**src/rtl/fpu_op_sequencer.sv**
```systemverilog
// Single-outstanding issue controller between the FP execute stage and the add/div/mul units.
// Define FPU_SEQ_TIMEOUT_EN to abort a WAIT that exceeds TIMEOUT_CYCLES with a qNaN error response.
module fpu_op_sequencer #(
    parameter int TAG_W          = 5,
    parameter int TIMEOUT_CYCLES = 255
) (
    input  logic             clk,
    input  logic             rst,
    input  logic             req_valid,
    output logic             req_ready,
    input  logic [2:0]       req_op,
    input  logic [31:0]      req_a,
    input  logic [31:0]      req_b,
    input  logic [TAG_W-1:0] req_tag,
    output logic             add_start,
    output logic             div_start,
    output logic             mul_start,
    output logic [31:0]      unit_a,
    output logic [31:0]      unit_b,
    input  logic             add_done,
    input  logic             div_done,
    input  logic             mul_done,
    input  logic [31:0]      add_result,
    input  logic [31:0]      div_result,
    input  logic [31:0]      mul_result,
    output logic             rsp_valid,
    input  logic             rsp_ready,
    output logic [31:0]      rsp_result,
    output logic [TAG_W-1:0] rsp_tag,
    output logic             rsp_err,
    output logic             stall
);

    typedef enum logic [1:0] {S_IDLE, S_ISSUE, S_WAIT, S_RESP} state_e;

    localparam logic [2:0]  OP_ADD = 3'd1;
    localparam logic [2:0]  OP_DIV = 3'd2;
    localparam logic [2:0]  OP_MUL = 3'd3;
    localparam logic [31:0] QNAN   = 32'h7FC0_0000;

    if (TIMEOUT_CYCLES < 1) begin : g_timeout_cfg_check
        $error("TIMEOUT_CYCLES must be at least 1");
    end

    state_e             state_q, state_d;
    logic [2:0]         op_q, op_d;
    logic [31:0]        a_q, a_d;
    logic [31:0]        b_q, b_d;
    logic [TAG_W-1:0]   tag_q, tag_d;
    logic [31:0]        result_q, result_d;
    logic               err_q, err_d;
    logic               sel_done;
    logic [31:0]        sel_result;

`ifdef FPU_SEQ_TIMEOUT_EN
    localparam int CNT_W = $clog2(TIMEOUT_CYCLES + 1);
    logic [CNT_W-1:0]   cnt_q, cnt_d;
`endif

    always_ff @(posedge clk) begin
        // NOTE: non-blocking assignments so every flop samples pre-edge values regardless of statement order.
        if (rst) begin
            state_q  <= S_IDLE;
            op_q     <= '0;
            a_q      <= '0;
            b_q      <= '0;
            tag_q    <= '0;
            result_q <= '0;
            err_q    <= 1'b0;
`ifdef FPU_SEQ_TIMEOUT_EN
            cnt_q    <= '0;
`endif
        end else begin
            state_q  <= state_d;
            op_q     <= op_d;
            a_q      <= a_d;
            b_q      <= b_d;
            tag_q    <= tag_d;
            result_q <= result_d;
            err_q    <= err_d;
`ifdef FPU_SEQ_TIMEOUT_EN
            cnt_q    <= cnt_d;
`endif
        end
    end

    // Only the unit that was started is listened to; the others may strobe freely.
    always_comb begin
        sel_done   = 1'b0;
        sel_result = '0;
        case (op_q)
            OP_ADD: begin sel_done = add_done; sel_result = add_result; end
            OP_DIV: begin sel_done = div_done; sel_result = div_result; end
            OP_MUL: begin sel_done = mul_done; sel_result = mul_result; end
            default: ;
        endcase
    end

    always_comb begin
        // NOTE: every comb output defaults to its held value first, so no path can infer a latch.
        state_d  = state_q;
        op_d     = op_q;
        a_d      = a_q;
        b_d      = b_q;
        tag_d    = tag_q;
        result_d = result_q;
        err_d    = err_q;
`ifdef FPU_SEQ_TIMEOUT_EN
        cnt_d    = cnt_q;
`endif
        case (state_q)
            S_IDLE: begin
                if (req_valid) begin
                    op_d  = req_op;
                    a_d   = req_a;
                    b_d   = req_b;
                    tag_d = req_tag;
                    if (req_op inside {OP_ADD, OP_DIV, OP_MUL}) begin
                        state_d = S_ISSUE;
                    end else begin
                        result_d = '0;
                        err_d    = 1'b1;
                        state_d  = S_RESP;
                    end
                end
            end
            S_ISSUE: begin
                state_d = S_WAIT;
`ifdef FPU_SEQ_TIMEOUT_EN
                cnt_d   = '0;
`endif
            end
            S_WAIT: begin
                if (sel_done) begin
                    result_d = sel_result;
                    err_d    = 1'b0;
                    state_d  = S_RESP;
`ifdef FPU_SEQ_TIMEOUT_EN
                end else if (cnt_q == CNT_W'(TIMEOUT_CYCLES - 1)) begin
                    result_d = QNAN;
                    err_d    = 1'b1;
                    state_d  = S_RESP;
                end else begin
                    cnt_d = cnt_q + CNT_W'(1);
`endif
                end
            end
            S_RESP: begin
                if (rsp_ready) begin
                    state_d = S_IDLE;
                end
            end
            default: state_d = S_IDLE;
        endcase
    end

    always_comb begin
        req_ready = (state_q == S_IDLE);
        stall     = (state_q != S_IDLE);
        rsp_valid = (state_q == S_RESP);
        add_start = (state_q == S_ISSUE) && (op_q == OP_ADD);
        div_start = (state_q == S_ISSUE) && (op_q == OP_DIV);
        mul_start = (state_q == S_ISSUE) && (op_q == OP_MUL);
    end

    assign unit_a     = a_q;
    assign unit_b     = b_q;
    assign rsp_result = result_q;
    assign rsp_tag    = tag_q;
    assign rsp_err    = err_q;

endmodule

```
**config.mk**
```make
export PLATFORM = sky130hd
export DESIGN_NAME = fpu_op_sequencer
export DESIGN_NICKNAME = d
export VERILOG_FILES = /design/src/rtl/fpu_op_sequencer.sv
export SDC_FILE = /design/constraint.sdc
export NUM_CORES = 1
export LEC_CHECK = 0
export ABC_AREA = 1
export BUFFER_PORTS_ARGS = -buffer_cell sky130_fd_sc_hd__buf_4
export CORE_AREA = 5 5 108 110
export CTS_CLUSTER_DIAMETER = 100
export CTS_CLUSTER_SIZE = 40
export DETAILED_ROUTE_END_ITERATION = 12
export DIE_AREA = 0 0 113 115
export GPL_TIMING_DRIVEN = 1
export PLACE_DENSITY = 0.87
export SKIP_CTS_REPAIR_TIMING = 1
export SLEW_MARGIN = 40
export SYNTH_ARGS = -nofsm -noshare
export SYNTH_HDL_FRONTEND = slang
export SYNTH_SLANG_ARGS = --single-unit
export TNS_END_PERCENT = 20
```
**constraint.sdc**
```tcl
create_clock -name clk -period 2.45 [get_ports clk]
set_input_delay 0.245 -clock clk [delete_from_list [all_inputs] [get_ports clk]]
set_output_delay 0.245 -clock clk [all_outputs]
set_load 0.03 [all_outputs]
```
==> results.json, run 1 <==
{
  "status": "complete, no violations",
  "syn_area_um2": 4960,
  "arrival_ns": 2.31,
  "die-area_um2": 13000,
  "dp_cells": 1162,
  "crit_path_start": "state_q[0]$_SDFFE_PP0P_",
  "fin_crit_sh_pct": 82.0,
  "multi_input_area_um2": 2270,
  "min_from": "req_b[13]",
  "drc": 0,
  "peakVddDrop_v": 0.000576,
  "core-area_um2": 10600,
  "rows": 38,
  "finClkSkew_ns": 0.0141,
  "final-setup-viol-count": 0,
  "wl_per_cell_um": 13.4,
  "crit_slowest_cell": "nand3_4",
  "slew_headroom_pct": 52.6,
  "maxSlewViolCount": 0,
  "dr_wl_met3_um": 1750,
  "cts_made_buffers": 9,
  "grt_pass1_wl_um": 24100,
  "clk_pin_slew_ns": 0.11,
  "drtIter0Drc": 344,
  "timing.rr.start": "state_q[0]$_SDFFE_PP0P_",
  "worst_pin_slew_ns": 0.709,
  "grt_usage_pct": 23.0,
  "synth_cell_types": 20,
  "io_buffers": 282,
  "max_cap_viol_count": 0,
  "synth_nets": 959,
  "synth-seq-cells": 107,
  "clk-insertion-delay-late_ns": 0.36,
  "drtAntennaViolNets": 0,
  "layout-drive-gt1-share_pct": 30.6,
  "crit_path_max_incr_delay_ns": 0.49,
  "cp.required_ns": 2.75,
  "fin_tns_setup_ns": 0,
  "fp.dieH_um": 115,
  "avgSynthCellArea_um2": 6.37,
  "yosysWarnings": 0,
  "nets": 1212,
  "top_layer": "met4",
  "tritoncts": "yes",
  "initial_core_util_pct": 46.8,
  "cp-start-kind": "flop",
  "grt_pass1_vias": 4845,
  "fill_cells": 962,
  "synthToLayoutAreaGrowth_pct": 46.3,
  "cts_buffer_depth": 2,
  "cp_max_fo": 60,
  "cp-end-kind": "flop",
  "fmax_mhz": 498,
  "die_w_um": 113,
  "rsz0062_at_grt": "no",
  "clockRootBuffer": "clkbuf_8",
  "clock-sinks": 107,
  "ios": 283,
  "place_hpwl_um": 11800,
  "ys_seq_area_share_pct": 43.1,
  "met2WireLength_um": 7880,
  "route.vias.total": 5460,
  "finalWirelength_um": 15700,
  "avgViaCountPerCell": 4.64,
  "antenna_cells": 0,
  "finalNonFillerCells": 1177,
  "grt_overflow_total": 0,
  "gp_congestion": 0.825,
  "worstPathCellList": "inv_1 -> ha_1 -> inv_1 -> nand2_1 -> nand2_2 -> nand3_4 -> nand2_1 -> nand2_1 -> nor2_1",
  "grt_max_degree": 108,
  "fin_crit_ns": 2.01,
  "cellPowerDensity_nw_per_um2": 1140,
  "criticalPathCategory": "flop to flop",
  "firstDrtPassIters": 4,
  "antenna_found_initial": 0,
  "leakage_nw": 3.96,
  "netlist_instances": 780,
  "htreeDepth": 3,
  "final-seq-area_um2": 2140,
  "crit_top_cell": "nand2_1",
  "hold_violations": 0,
  "hp-class": "input pin to flop",
  "wl_met1_um": 5920
}
==> path summary, 6_finish.rpt <==
check                                 to  slack (ns)  cells after the start
min              unit_b[13]$_SDFFE_PP0P_        0.12                      3
max reg2reg  rsp_result[30]$_SDFFE_PP0P_        0.44                      9
min reg2reg      unit_b[22]$_SDFFE_PP0P_        0.49                      2
max          rsp_result[30]$_SDFFE_PP0P_        0.44                      9
==> layout by cell type (no fill, tap or decap) <==
| cell type | Yosys | layout |
|---|---|---|
| inv_6 | 0 | 2 |
| clkbuf_8 | 0 | 9 |
| inv_8 | 0 | 2 |
| nand3_1 | 43 | 43 |
| buf_12 | 0 | 2 |
| nor2_2 | 1 | 1 |
| o21ai_0 | 73 | 73 |
| nor2_1 | 208 | 208 |
| buf_4 | 5 | 286 |
| nand2_1 | 204 | 203 |
| nand4_1 | 5 | 5 |
| inv_2 | 6 | 8 |
| inv_1 | 75 | 74 |
| nand2_2 | 2 | 3 |
| clkinvlp_4 | 0 | 1 |
| clkinv_4 | 0 | 1 |
| dfxtp_1 | 107 | 107 |
| ha_1 | 4 | 4 |
| a21oi_1 | 3 | 3 |
| nor2_4 | 1 | 1 |
| nand3_4 | 1 | 1 |
==> cells in the mapped netlist <==
| master | instances | area share, % |
|---|---|---|
| clkinv_1 | 1 | 0.076 |
| nor2_4 | 1 | 0.23 |
| nand2_2 | 2 | 0.25 |
| buf_4 | 5 | 0.76 |
| nand2_1 | 204 | 15 |
| o21ai_0 | 73 | 7.4 |
| ha_1 | 4 | 1.0 |
| inv_1 | 75 | 5.7 |
| nor2_2 | 1 | 0.13 |
| clkbuf_1 | 22 | 1.7 |
| buf_2 | 12 | 1.2 |
| a21oi_1 | 3 | 0.30 |
| buf_6 | 5 | 1.1 |
| nand3_4 | 1 | 0.35 |
| inv_2 | 6 | 0.45 |
| buf_1 | 2 | 0.15 |
| nor2_1 | 208 | 16 |
| dfxtp_1 | 107 | 43 |
| nand3_1 | 43 | 4.3 |
| nand4_1 | 5 | 0.63 |
==> layout make-up <==
type,count,area share (%)
tap,140,2.41
multi-input combinational,545,31.3
timing repair buffer,288,30.1
clock inverter,6,0.775
clock buffer,9,1.70
inverter,82,4.24
sequential,107,29.5
==> critical path, delay by kind of cell (launching register included) <==
family / cells / cell delay (ns)
buffers and inverters: 2 / 0.20
flip-flops: 1 / 0.37
AND/OR/NAND/NOR: 6 / 1.08
adder cells (fa/ha/maj): 1 / 0.26
==> routing by layer <==
layer | vias up | track usage [%]
met5 | - | 0
met4 | 0 | 5.77
met3 | 10 | 8.47
met2 | 203 | 41.5
met1 | 2380 | 25.6
li1 | 2867 | -
==> logic make-up (layout without fill, tap and decap cells) <==
kind of cell               Yosys count  after routing  share of synthesized area, %
and+or+nand+nor                    465            465                          37.1
AOI/OAI and AO/OA                   76             76                          7.66
adders and majority gates            4              4                          1.01
buffers and inverters              128            385                          11.1
DFF                                107            107                          43.1
==> stage by stage <==
stage | power, mW | setup slack (ns) | util [%] | hold WS, ns | instance area (µm²)
finish | 8.27 | 0.441 | 68.5 | 0.118 | 7270
global placement | 7.24 | 0.537 | 66.8 | 0.464 | 7090
global route | 8.92 | 0.177 | 68.5 | 0.0931 | 7270
detailed placement | 7.32 | 0.449 | 66.8 | 0.472 | 7090
floorplan | 5.79 | 0.622 | - | 0.409 | 4960
CTS | 8.34 | 0.442 | 68.5 | 0.101 | 7270
==> report_power, final <==
group / leakage, nW / switching, mW / internal [mW]
logic: 2.99 / 2.97 / 1.61
registers: 0.883 / 0.318 / 2.33
clock network: 0.0901 / 0.639 / 0.388
total: 3.96 / 3.93 / 4.33
==> registers in the layout, summed over array words and instances, names as in the netlist <==
| signal | flops |
|---|---|
| unit_a | 32 |
| state_q | 2 |
| op_q | 3 |
| rsp_tag | 5 |
| unit_b | 32 |
| rsp_err | 1 |
| rsp_result | 32 |
Note: power is estimated with default switching activity, not from simulation.
==> run 2, diff against run 1 <==
ABC_AREA = 0   (was 1)
CORE_AREA = 5 5 112 114   (was 5 5 108 110)
DIE_AREA = 0 0 117 119   (was 0 0 113 115)
PLACE_DENSITY = 0.81   (was 0.87)
clock period = 1.9 ns   (was 2.45 ns; I/O delays follow)
==> run 2 against run 1 <==
Compared with the run above: clock skew shrank 0.0087 ns; wire length grew 4.2%; clock-buffer cell count grew 1; non-clock buffer count grew 6; setup slack lost 0.32 ns; clock power grew 83%; die area grew 7.1%; largest power group unchanged; largest cell class unchanged; maximum frequency grew 13%.
==> results.json, run 2 <==
{
  "finClkSkew_ns": 0.00541,
  "synth_top_family_by_area": "simple AND/OR/NAND/NOR gates",
  "synthArstFlopShare_pct": 0,
  "power_switching_mw": 2.93,
  "switching_share_pct": 37.4,
  "clock_power_share_pct": 24.0,
  "antenna_found_initial": 0,
  "fill_cells": 918,
  "timing.rr.start": "state_q[0]$_SDFFE_PP0P_",
  "internal_power_mw": 4.91,
  "synth_cell_types": 32,
  "min_from": "req_a[20]",
  "final_common_cell": "buf_4",
  "cp-start-kind": "flop",
  "min_to": "unit_a[20]$_SDFFE_PP0P_",
  "synth_top_area_cell": "dfxtp_1",
  "whs_ns": 0.0952,
  "ys_seq_area_share_pct": 43.4,
  "drtAntennaViolNets": 0,
  "fmax_mhz": 562,
  "hp-class": "input pin to flop",
  "power_mw": 7.84,
  "avgSynthCellArea_um2": 8.75,
  "route.vias.total": 4943,
  "comb_power_share_pct": 40.7,
  "grt_pass1_vias": 4967,
  "clockRootBuffer": "clkbuf_16",
  "clock-sinks": 107,
  "cp.required_ns": 2.19,
  "peakVddDrop_v": 0.000668,
  "grt_usage_pct": 21.9,
  "synthXorXnorAreaFrac_pct": 0,
  "max_cap_viol_count": 0,
  "dr_wl_met3_um": 1990,
  "hold_violations": 0,
  "synth_top_area_share_pct": 43.4,
  "gp_congestion": 0.785,
  "firstDrtPassIters": 5,
  "initial_core_util_pct": 43.6,
  "met2WireLength_um": 8190,
  "ios": 283,
  "netlist_top_cells_area": "dfxtp_1 (43%), nand2_1 (11%), mux2_4 (9.1%), mux2_2 (7.8%), a21oi_1 (7.4%)",
  "tritoncts": "yes",
  "arrival_ns": 2.07,
  "rr_worst_depth": 7,
  "final_cell_mix": "buf_4 (290), nand2_1 (145), dfxtp_1 (105)",
  "yosys.area_share.simple_pct": 19.4,
  "fin_crit_sh_pct": 93.7,
  "final-setup-viol-count": 0,
  "drc": 0,
  "final.setup.worst_slack_ns": 0.121,
  "finalWirelength_um": 16400,
  "syn_area_um2": 4930,
  "netlist_instances": 564,
  "synth_flop_cell": "dfxtp_1",
  "nets": 1002,
  "criticalPathCategory": "flop to flop",
  "synth_edf_count": 0,
  "clk-insertion-delay-late_ns": 0.34,
  "worst_pin_slew_ns": 0.779,
  "r2r-end": "rsp_result[28]$_SDFFE_PP0P_",
  "die-area_um2": 13900,
  "fin_tns_setup_ns": 0,
  "wl_met1_um": 5730,
  "cellPowerDensity_nw_per_um2": 1050,
  "wl_per_cell_um": 16.9,
  "status": "complete, no violations",
  "rsz0062_at_grt": "no",
  "top_layer": "met4",
  "dpl_cell_area_um2": 7130,
  "fp.dieH_um": 119,
  "grt_overflow_total": 0,
  "cp-end-kind": "flop",
  "muxShareOfSynthArea_pct": 17.1,
  "leakage_nw": 3.39,
  "layout-drive-gt1-share_pct": 46.6,
  "die_w_um": 117,
  "cts_buffer_depth": 2,
  "maxSlewViolCount": 0,
  "slew_headroom_pct": 48.0,
  "clk_pin_slew_ns": 0.07,
  "reg2reg_slack_ns": 0.12,
  "core-area_um2": 11300,
  "synthToLayoutAreaGrowth_pct": 51.7,
  "cts_made_buffers": 9,
  "synth_commonest_cells": "nand2_1 (145), dfxtp_1 (107), a21oi_1 (73)",
  "synth-seq-cells": 107,
  "io_buffers": 282,
  "fin_crit_ns": 1.78,
  "yosysWarnings": 0,
  "grt_pass1_wl_um": 24500,
  "place_hpwl_um": 12600,
  "antenna_cells": 0,
  "place_ws_ns": 0.0281,
  "grt_max_degree": 73,
  "synthAdderAreaFrac_pct": 1.01,
  "drtIter0Drc": 268,
  "hold_depth": 3,
  "synth_most_common_cell": "nand2_1",
  "htreeDepth": 3,
  "p_seq_share_pct": 35.2,
  "synth_nets": 743,
  "synth_compound_area_share_pct": 13.9,
  "cp_max_fo": 32,
  "rows": 39,
  "avgViaCountPerCell": 5.09,
  "fin_area_um2": 7480
}
## run 2: cell count changes in the layout (fill, tap and decap cells not counted), sizes merged, moves of 32 or more
cell,change
nor2,-175
nand2,-59
nor2b,+33
o21ai,-73
inv,-79
mux2,+64
a22oi,+32
nand3,-44
a21oi,+70
## run 2: metal layers
metal,up-vias,track usage (%)
li1,2406,-
met1,2291,23.2
met2,216,38.1
met3,30,8.87
met4,0,9.18
met5,-,0
## run 2: worst max-delay path, stage by stage (launching register included)
cell and delay (ns):
dfxtp_1 0.35, inv_2 0.12, ha_4 0.17, inv_1 0.08
or4_4 0.53, buf_12 0.19, nor2_1 0.14, mux2_4 0.15
## run 2: power groups by stage
stage	logic (mW)	clock network (mW)	registers, mW
global placement	3.07	0	2.78
detailed placement	3.16	0	2.81
CTS	3.16	1.92	2.76
finish	3.19	1.88	2.76
floorplan	1.44	0	3.35
global route	3.44	2.02	2.81
## run 2: kinds of logic after synthesis
group | after synthesis
buffers and inverters | 50
AND/OR/NAND/NOR | 224
adder cells (fa/ha/maj) | 4
AO/OA/AOI/OAI | 114
multiplexers | 65
flip-flops | 107
## run 2: final cells by class
class,count,area (µm²),area share (%)
multi-input cells,407,2590,34.7
repair buffers,294,2250,30.1
clock inverters,6,71.3,0.953
inverters,4,15.0,0.201
flip-flops and latches,107,2140,28.7
well taps,143,179,2.39
clock buffers,10,229,3.06
## run 2: worst max path at each step
stage | start | to | slack (ns) | cells after the start
floorplan | state_q[1]$_SDFFE_PP0P_ | rsp_result[10]$_SDFFE_PP0P_ | 0.03 | 7
global placement | op_q[0]$_SDFFE_PP0P_ | rsp_result[12]$_SDFFE_PP0P_ | 0.01 | 4
CTS | state_q[1]$_SDFFE_PP0P_ | rsp_result[24]$_SDFFE_PP0P_ | 0.01 | 7
finish | state_q[0]$_SDFFE_PP0P_ | rsp_result[28]$_SDFFE_PP0P_ | 0.12 | 7
detailed placement | state_q[1]$_SDFFE_PP0P_ | rsp_result[24]$_SDFFE_PP0P_ | 0.03 | 7
global route | state_q[0]$_SDFFE_PP0P_ | rsp_result[24]$_SDFFE_PP0P_ | 0.02 | 7
## run 2: through the flow
step / utilization, % / std cells
global placement: 63.0 / 955
floorplan: - / 564
detailed placement: 63.0 / 955
CTS: 65.6 / 971
finish: 66.1 / 971
global route: 66.1 / 971
